### src/rtl/adc5g_spi_cmd_sequencer.sv
// Command queue and sequencer feeding the ADC5G three-wire config mux: buffers
// addr/data commands, issues them one at a time and paces them with a gap.
module adc5g_spi_cmd_sequencer #(
   parameter int DEPTH_LOG2   = 3,
   parameter int GAP_CYCLES   = 16,
   parameter int BUSY_TIMEOUT = 8191
) (
   input  logic                clk,
   input  logic                rst_n,
   input  logic                cmd_wr_i,
   input  logic [7:0]          cmd_addr_i,
   input  logic [15:0]         cmd_data_i,
   input  logic                flush_i,
   input  logic                clr_err_i,
   output logic                cmd_full_o,
   output logic [DEPTH_LOG2:0] cmd_level_o,
   output logic                config_start_o,
   output logic [7:0]          config_addr_o,
   output logic [15:0]         config_data_o,
   input  logic                config_busy_i,
   output logic                seq_busy_o,
   output logic [15:0]         done_count_o,
   output logic                timeout_o,
   output logic                err_ovf_o
);

   localparam int DEPTH = 1 << DEPTH_LOG2;
   localparam int GAP_W = (GAP_CYCLES > 1) ? $clog2(GAP_CYCLES) : 1;
   localparam logic [DEPTH_LOG2:0]   FULL_LEVEL = (DEPTH_LOG2 + 1)'(DEPTH);
   localparam logic [DEPTH_LOG2:0]   LVL_ONE    = (DEPTH_LOG2 + 1)'(1);
   localparam logic [DEPTH_LOG2-1:0] PTR_ONE    = DEPTH_LOG2'(1);
   localparam logic [12:0]           TMO_LAST   = 13'(BUSY_TIMEOUT - 1);
   localparam logic [GAP_W-1:0]      GAP_LAST   = GAP_W'((GAP_CYCLES > 0) ? GAP_CYCLES - 1 : 0);
   localparam logic [GAP_W-1:0]      GAP_ONE    = GAP_W'(1);

   typedef enum logic [2:0] {
      S_IDLE, S_ISSUE, S_WAIT_HI, S_WAIT_LO, S_GAP
   } state_t;

   state_t                  state_reg, state_next;
   logic [23:0]             mem [DEPTH];
   logic [DEPTH_LOG2-1:0]   wr_ptr_reg, rd_ptr_reg;
   logic [DEPTH_LOG2:0]     level_reg, level_next;
   logic [7:0]              addr_reg;
   logic [15:0]             data_reg;
   logic                    start_reg;
   logic [15:0]             done_reg;
   logic [12:0]             tmo_cnt_reg, tmo_cnt_next;
   logic [GAP_W-1:0]        gap_cnt_reg, gap_cnt_next;
   logic                    timeout_reg, ovf_reg;
   logic                    full, push, pop, ovf_set, tmo_set, done_inc;

   assign full    = (level_reg == FULL_LEVEL);
   // A concurrent flush swallows the write without flagging an overflow.
   assign push    = cmd_wr_i && !flush_i && !full;
   assign ovf_set = cmd_wr_i && !flush_i && full;

   always_comb begin
      state_next   = state_reg;
      pop          = 1'b0;
      tmo_set      = 1'b0;
      done_inc     = 1'b0;
      tmo_cnt_next = tmo_cnt_reg;
      gap_cnt_next = gap_cnt_reg;
      case (state_reg)
         S_IDLE: begin
            if (level_reg != '0) begin
               pop        = 1'b1;
               state_next = S_ISSUE;
            end
         end
         S_ISSUE: begin
            tmo_cnt_next = '0;
            state_next   = S_WAIT_HI;
         end
         S_WAIT_HI, S_WAIT_LO: begin
            // Timeout takes priority over a busy edge seen on the same cycle.
            if (tmo_cnt_reg == TMO_LAST) begin
               tmo_set      = 1'b1;
               gap_cnt_next = '0;
               state_next   = S_GAP;
            end else begin
               tmo_cnt_next = tmo_cnt_reg + 13'd1;
               if (state_reg == S_WAIT_HI && config_busy_i) begin
                  state_next = S_WAIT_LO;
               end else if (state_reg == S_WAIT_LO && !config_busy_i) begin
                  done_inc     = 1'b1;
                  gap_cnt_next = '0;
                  state_next   = S_GAP;
               end
            end
         end
         S_GAP: begin
            if (gap_cnt_reg == GAP_LAST) begin
               state_next = S_IDLE;
            end else begin
               gap_cnt_next = gap_cnt_reg + GAP_ONE;
            end
         end
         default: state_next = S_IDLE;
      endcase
   end

   always_comb begin
      level_next = level_reg;
      if (flush_i) begin
         level_next = '0;
      end else if (push && !pop) begin
         level_next = level_reg + LVL_ONE;
      end else if (pop && !push) begin
         level_next = level_reg - LVL_ONE;
      end
   end

   always_ff @(posedge clk) begin
      if (push) begin
         mem[wr_ptr_reg] <= {cmd_addr_i, cmd_data_i};
      end
   end

   always_ff @(posedge clk or negedge rst_n) begin
      if (!rst_n) begin
         state_reg   <= S_IDLE;
         wr_ptr_reg  <= '0;
         rd_ptr_reg  <= '0;
         level_reg   <= '0;
         addr_reg    <= '0;
         data_reg    <= '0;
         start_reg   <= 1'b0;
         done_reg    <= '0;
         tmo_cnt_reg <= '0;
         gap_cnt_reg <= '0;
         timeout_reg <= 1'b0;
         ovf_reg     <= 1'b0;
      end else begin
         state_reg   <= state_next;
         level_reg   <= level_next;
         tmo_cnt_reg <= tmo_cnt_next;
         gap_cnt_reg <= gap_cnt_next;
         // Registered start lands one cycle after entering ISSUE, clean of glitches.
         start_reg   <= (state_reg == S_ISSUE);
         if (push) begin
            wr_ptr_reg <= wr_ptr_reg + PTR_ONE;
         end
         if (flush_i) begin
            rd_ptr_reg <= wr_ptr_reg;
         end else if (pop) begin
            rd_ptr_reg <= rd_ptr_reg + PTR_ONE;
         end
         if (pop) begin
            {addr_reg, data_reg} <= mem[rd_ptr_reg];
         end
         if (done_inc) begin
            done_reg <= done_reg + 16'd1;
         end
         if (tmo_set) begin
            timeout_reg <= 1'b1;
         end else if (clr_err_i) begin
            timeout_reg <= 1'b0;
         end
         if (ovf_set) begin
            ovf_reg <= 1'b1;
         end else if (clr_err_i) begin
            ovf_reg <= 1'b0;
         end
      end
   end

   assign cmd_full_o     = full;
   assign cmd_level_o    = level_reg;
   assign config_start_o = start_reg;
   assign config_addr_o  = addr_reg;
   assign config_data_o  = data_reg;
   assign seq_busy_o     = (state_reg != S_IDLE) || (level_reg != '0);
   assign done_count_o   = done_reg;
   assign timeout_o      = timeout_reg;
   assign err_ovf_o      = ovf_reg;

endmodule

### config.mk
export PLATFORM = sky130hd
export DESIGN_NAME = adc5g_spi_cmd_sequencer
export DESIGN_NICKNAME = d
export VERILOG_FILES = /design/src/rtl/adc5g_spi_cmd_sequencer.sv
export SDC_FILE = /design/constraint.sdc
export NUM_CORES = 1
export LEC_CHECK = 0
export CELL_PAD_IN_SITES_DETAIL_PLACEMENT = 0
export CELL_PAD_IN_SITES_GLOBAL_PLACEMENT = 1
export CORE_UTILIZATION = 31
export CTS_BUF_LIST = sky130_fd_sc_hd__clkbuf_8
export CTS_CLUSTER_DIAMETER = 200
export DETAILED_ROUTE_END_ITERATION = 8
export GPL_TIMING_DRIVEN = 1
export HOLD_SLACK_MARGIN = 0.03
export PLACE_DENSITY_LB_ADDON = 0.1
export SYNTH_ARGS = -nofsm -noshare
export SYNTH_HDL_FRONTEND = slang
export SYNTH_SLANG_ARGS = --single-unit
### constraint.sdc
create_clock -name clk -period 7.4 [get_ports clk]
set_input_delay 1.48 -clock clk [delete_from_list [all_inputs] [get_ports clk]]
set_output_delay 1.48 -clock clk [all_outputs]
set_load 0.05 [all_outputs]
==> flow_summary_export.csv, run 1 <==
group,metric,value,unit
placed_design,dpl_cell_area,0.01184,mm2
global_route,overflow,0,
setup_path,crit_chain,"nor4b_2 -> clkdlybuf4s50_1",
setup_path,r2r_cells,8,
setup_path,crit_buf_inv,1,
global_route,grt_start_max_net_pins,74,
setup_path,start_kind,"flop",
timing,fin_worst_skew,0.03407,ns
power_and_ir_drop,p_leak,0.004543,uW
flow_run,maxCapViolations,0,
logic_synthesis,async_reset_ff_frac,0.2755,
logic_synthesis,synth_most_common_cell,"edfxtp_1",
cts,htreeDepth,2,
global_route,grt_pass1_wl,35.06,mm
cts,clock_latency,0.57,ns
setup_path,worstSetupStartpoint,"cmd_level_o[1]",
logic_synthesis,synth_seq_cells,265,
setup_path,crit_family,"buffers and inverters",
timing,fin_ws,3.279,ns
logic_synthesis,synth-edff-count,192,
final_layout,multi_input_area,0.002773,mm2
logic_synthesis,synth.net_count,643,
floorplanning,core-area,0.03287,mm2
logic_synthesis,avgSynthCellArea,17.36,um2
setup_path,critPathSlowestCell,"clkdlybuf4s50_1",
setup_path,worst_path_largest_cell_delay,0.94,ns
timing,fmax,242.6,MHz
logic_synthesis,synth_common_cells,"edfxtp_1 (192), dfrtp_1 (73), mux4_2 (48)",
final_layout,n_antenna_cell,0,
cts,clk_pin_slew,0.05,ns
logic_synthesis,yosys.area.top_type,"edfxtp_1",
setup_path,critPathArrivalTime,2.64,ns
cts,ctsHoldBuffers,0,
cts,cts_sinks,265,
final_layout,drive_gt1_frac,0.1915,
floorplanning,die_area,0.03456,mm2
timing,slew_headroom,0.2908,
final_layout,n_fill_cell,3113,
final_layout,finish.instance_area,0.01274,mm2
placed_design,gp_congestion,0.7467,
floorplanning,initial_core_util,0.3190,
logic_synthesis,synth_ff_type,"edfxtp_1",
placed_design,numPortBuffers,78,
final_layout,regArea,0.007595,mm2
final_layout,finalNetCount,759,
setup_path,critPathRequiredTime,5.92,ns
outcome,outcome,"finished clean",
setup_path,critical_path_depth,2,
min_path,holdCritPathClass,"reg -> reg",
cts,clockBufferDepth,3,
global_route,grt.total_usage,0.1349,
power_and_ir_drop,irDropWorstVdd,0.2262,mV
logic_synthesis,synth_seq_area_share,0.7242,
placed_design,pre_cts_ws,3.273,ns
setup_path,endpoint,"cmd_full_o",
timing,tns,0,ns
setup_path,reg2reg_to,"cmd_level_o[3]",
timing,rsz0062_at_grt,"no",
timing,fin_crit_sh,0.5570,
final_layout,top_register,"mem",
cts,cts-root-buf,"clkbuf_8",
power_and_ir_drop,power,4704,uW
power_and_ir_drop,p_per_area,369.3,mW/mm2
cts,post_cts_buffers,0,
final_layout,largest_reg_flops,192,
timing,tightest_slew,1.064,ns
setup_path,cp_max_fo,7,
floorplanning,ios,79,
cts,ctsResizeCount,0,
setup_path,crit-reg2reg-launch,"cmd_level_o[1]",
logic_synthesis,synth_top_area_frac,0.5499,
setup_path,ff2ff_setup_slack,4.81,ns
floorplanning,num_rows,66,
drt,via_count,5562,
timing,hold_violations,0,
floorplanning,die_h,185.9,um
setup_path,critical_path_class,"reg -> out",
cts,cts_buffers,46,
logic_synthesis,netlist-cell-type-count,50,
cts,cts_tree,"yes",
global_route,grt_pass1_vias,6103,
logic_synthesis,ys_warn_count,0,
logic_synthesis,synth_area,0.01048,mm2
timing,fin_crit,4.121,ns
drt,drc,0,
drt,wire_per_inst,18.30,um
placed_design,dp_hpwl,12.73,mm
timing,setup_viol,0,
final_layout,synthToLayoutAreaGrowth,21.48,%
drt,drt_pass1_iterations,5,
drt,vias_per_cell,4.639,
timing,drv_slew,0,
floorplanning,die_x,185.9,um
drt,drtAntennaViolNets,0,
logic_synthesis,yosys-top-cells-area,"edfxtp_1 (55%), dfrtp_1 (17%), mux4_2 (10%), mux2i_1 (2.6%), xnor2_1 (1.8%)",
drt,drtIter0Drc,358,
global_route,antenna_found_initial,0,
drt,wirelength,21.94,mm
setup_path,cp-end-kind,"output pin",
logic_synthesis,synthCells,604,
-- worst register-to-register path, delay by kind of cell, from the launching register on --
kind / cells / cell delay (ns)
AO/OA/AOI/OAI: 3 / 0.62
XOR/XNOR: 1 / 0.14
adder cells (fa/ha/maj): 1 / 0.25
flip-flops: 1 / 0.44
multiplexers: 1 / 0.24
AND/OR/NAND/NOR: 2 / 0.78
-- layout make-up --
cell class | instances | area share
multi-input combinational | 302 | 0.2177
timing repair buffer | 89 | 0.06759
clock inverter | 32 | 0.01297
inverter | 16 | 0.004716
clock buffer | 53 | 0.05727
sequential | 265 | 0.5963
tap | 442 | 0.04342
-- how the worst min path moves through the flow --
stage	startpoint	end	slack, ns	depth (start not counted)
2_1_floorplan	gap_cnt_reg[0]	gap_cnt_reg[0]	0.47	1
3_3_place_gp	config_data_o[10]	config_data_o[10]	0.46	2
3_5_place_dp	config_data_o[0]	config_data_o[0]	0.47	2
4_1_cts	config_data_o[0]	config_data_o[0]	0.48	2
5_1_grt	done_count_o[15]	done_count_o[15]	0.52	1
6_report	config_data_o[0]	config_data_o[0]	0.48	2
-- routing by layer --
metal / wire [um] / track usage / vias up
met4: 489 / 0.04721 / 0
met1: 9816 / 0.1759 / 2839
met2: 10580 / 0.2231 / 112
met3: 1060 / 0.02661 / 45
met5: 0 / 0 / -
li1: - / - / 2566
-- metrics by stage --
| step | instances | utilization | hold WS [ns] |
|---|---|---|---|
| 3_3_place_gp | 1114 | 0.3603 | 0.4649 |
| 3_5_place_dp | 1114 | 0.3603 | 0.4706 |
| 2_1_floorplan | 604 | - | 0.4679 |
| 4_1_cts | 1199 | 0.3875 | 0.4836 |
| 6_report | 1199 | 0.3875 | 0.4790 |
| 5_1_grt | 1199 | 0.3875 | 0.5161 |
-- cells in the final DEF, fill, tap and decap left out, types with 7 or more instances in the layout --
cell type	instances
dfrtp_1	71
xnor2_1	21
a21oi_1	8
xor2_1	8
nor3_1	12
clkdlybuf4s50_1	77
mux4_2	48
clkbuf_8	53
edfxtp_1	192
inv_1	36
buf_4	12
nor2_1	20
nand3_1	7
o21ai_0	34
mux2i_1	27
nand2_1	45
ha_1	8
-- power breakdown --
part | total (uW) | leakage, uW | switching, uW | internal [uW]
Combinational | 1510 | 0.00132 | 902 | 603
Clock | 1270 | 0.000538 | 582 | 691
Sequential | 1930 | 0.00268 | 120 | 1810
-- cell families (layout without fill, tap and decap cells) --
kind of cell,count (synthesis),in the layout,synth area share
flip-flops,265,265,0.7242
AND/OR/NAND/NOR,127,127,0.05932
multiplexers,77,77,0.1310
AO/OA/AOI/OAI,60,60,0.03485
buffers and inverters,37,190,0.01492
XOR/XNOR,29,29,0.02423
adder cells (fa/ha/maj),9,9,0.01146
Power figures use the tool's default switching activity.
==> run 2: changes to the inputs <==
Clock period 7.4 ns to 3.7 ns, I/O delays scaled along.
==> run 2 against run 1 <==
  * Global-route usage increased by 0.36 points
  * Worst hold slack got worse by 0.10 ns
  * Register-to-register slack got worse by 3.7 ns
  * Clock skew decreased by 0.0063 ns
  * Routed wire length increased by 2.8%
  * Sequential share of layout area decreased by 0.22 points
  * Power increased by 100%
  * Sequential power increased by 110%
  * Non-clock buffer count increased by 4
  * Cell area increased by 0.36%
  * Setup slack got worse by 2.9 ns
  * Critical path type unchanged
  * Largest power group unchanged
==> flow_summary_export.csv, run 2 (synthesis gave the netlist of run 1 again) <==
group,metric,value,unit
cts,cts_buffers,47,
cts,clockBufferDepth,3,
power_and_ir_drop,p_per_area,739.7,mW/mm2
timing,hold_ws,0.3771,ns
timing,tightest_slew,1.040,ns
final_layout,top_register,"mem",
final_layout,mostFrequentLayoutCells,"edfxtp_1 (192), clkdlybuf4s50_1 (77), dfrtp_1 (71)",
final_layout,drive_gt1_frac,0.1898,
floorplanning,die_area,0.03456,mm2
timing,hold_violations,0,
setup_path,start_kind,"flop",
floorplanning,initial_core_util,0.3190,
cts,cts_tree,"yes",
drt,drtAntennaViolNets,0,
global_route,antenna_found_initial,0,
cts,clock_latency,0.57,ns
timing,fin_worst_skew,0.02773,ns
placed_design,numPortBuffers,78,
drt,wirelength,22.55,mm
outcome,outcome,"finished clean",
timing,rsz0062_at_grt,"no",
final_layout,finalNetCount,764,
min_path,holdCritPathClass,"in -> async",
final_layout,n_antenna_cell,0,
floorplanning,ios,79,
cts,cts-root-buf,"clkbuf_8",
timing,fin_crit_sh,0.9054,
setup_path,critPathRequiredTime,2.96,ns
cts,cts_sinks,265,
cts,post_cts_buffers,0,
global_route,grt_start_max_net_pins,74,
cts,htreeDepth,2,
final_layout,final_common_cell,"edfxtp_1",
drt,drc,0,
setup_path,critical_path_class,"reg -> out",
drt,vias_per_cell,4.660,
global_route,overflow,0,
placed_design,dp_hpwl,13.19,mm
final_layout,synthToLayoutAreaGrowth,21.92,%
floorplanning,die_x,185.9,um
drt,drt_pass1_iterations,4,
power_and_ir_drop,p_leak,0.004593,uW
flow_run,maxCapViolations,0,
timing,tns,0,ns
timing,setup_viol,0,
drt,via_count,5620,
timing,slew_headroom,0.3069,
drt,drtIter0Drc,216,
timing,fin_crit,3.350,ns
global_route,grt_pass1_wl,35.56,mm
setup_path,cp-end-kind,"output pin",
drt,wire_per_inst,18.70,um
final_layout,n_fill_cell,3093,
placed_design,gp_congestion,0.7254,
global_route,grt_pass1_vias,6154,
cts,clk_pin_slew,0.06,ns
global_route,grt.total_usage,0.1384,
final_layout,largest_reg_flops,192,
cts,ctsResizeCount,0,
floorplanning,num_rows,66,
setup_path,cp_max_fo,7,
setup_path,critPathArrivalTime,2.61,ns
timing,drv_slew,0,
timing,fmax,298.5,MHz
power_and_ir_drop,irDropWorstVdd,0.3118,mV
floorplanning,core-area,0.03287,mm2
cts,ctsHoldBuffers,0,
floorplanning,die_h,185.9,um
[run 2: power by group]
group | switching [uW] | internal, uW
clock network | 1170 | 1380
logic | 1710 | 1230
registers | 355 | 3610
[run 2: layer usage]
| metal | GRT usage | vias to the layer above | share of wire |
|---|---|---|---|
| li1 | - | 2586 | - |
| met1 | 0.1712 | 2865 | 0.43 |
| met2 | 0.2387 | 123 | 0.50 |
| met3 | 0.02817 | 46 | 0.042 |
| met4 | 0.04984 | 0 | 0.025 |
| met5 | 0 | - | 0 |
[run 2: final cells by class]
type / instances / area (um2) / area share
Timing Repair Buffer: 93 / 903.4 / 0.07067
Multi-Input combinational cell: 302 / 2763 / 0.2161
Inverter: 16 / 60.06 / 0.004698
Tap cell: 442 / 553.0 / 0.04327
Clock buffer: 53 / 729.5 / 0.05707
Clock inverter: 35 / 178.9 / 0.01400
Sequential cell: 265 / 7595 / 0.5942
[run 2: critical path, stage by stage, from the launching register on]
cell and delay (ns):
dfrtp_1 0.44, nor4b_2 0.69, clkdlybuf4s50_1 0.94
[run 2: metrics by stage]
stage,cells,worst slack [ns],cell area (um2),power (uW),util
3_5_place_dp,1118,0.7736,11870,7059,0.3613
2_1_floorplan,604,0.1270,10480,6037,-
4_1_cts,1206,0.3200,12780,9676,0.3889
5_1_grt,1206,0.2080,12780,10040,0.3889
6_report,1206,0.3499,12780,9455,0.3889
3_3_place_gp,1118,0.8196,11870,6997,0.3613
[run 2: final timing paths]
path                             startpoint               end  slack [ns]  cells past startpoint
min in group clk           done_count_o[15]  done_count_o[15]        0.48                      1
hold / removal                        rst_n    tmo_cnt_reg[3]        0.38                      1
max in group asynchronous             rst_n     rd_ptr_reg[1]        2.61                      1
hold reg to reg            done_count_o[15]  done_count_o[15]        0.48                      1
setup / recovery             cmd_level_o[1]        cmd_full_o        0.35                      2
setup reg to reg             cmd_level_o[1]    cmd_level_o[3]        1.12                      8
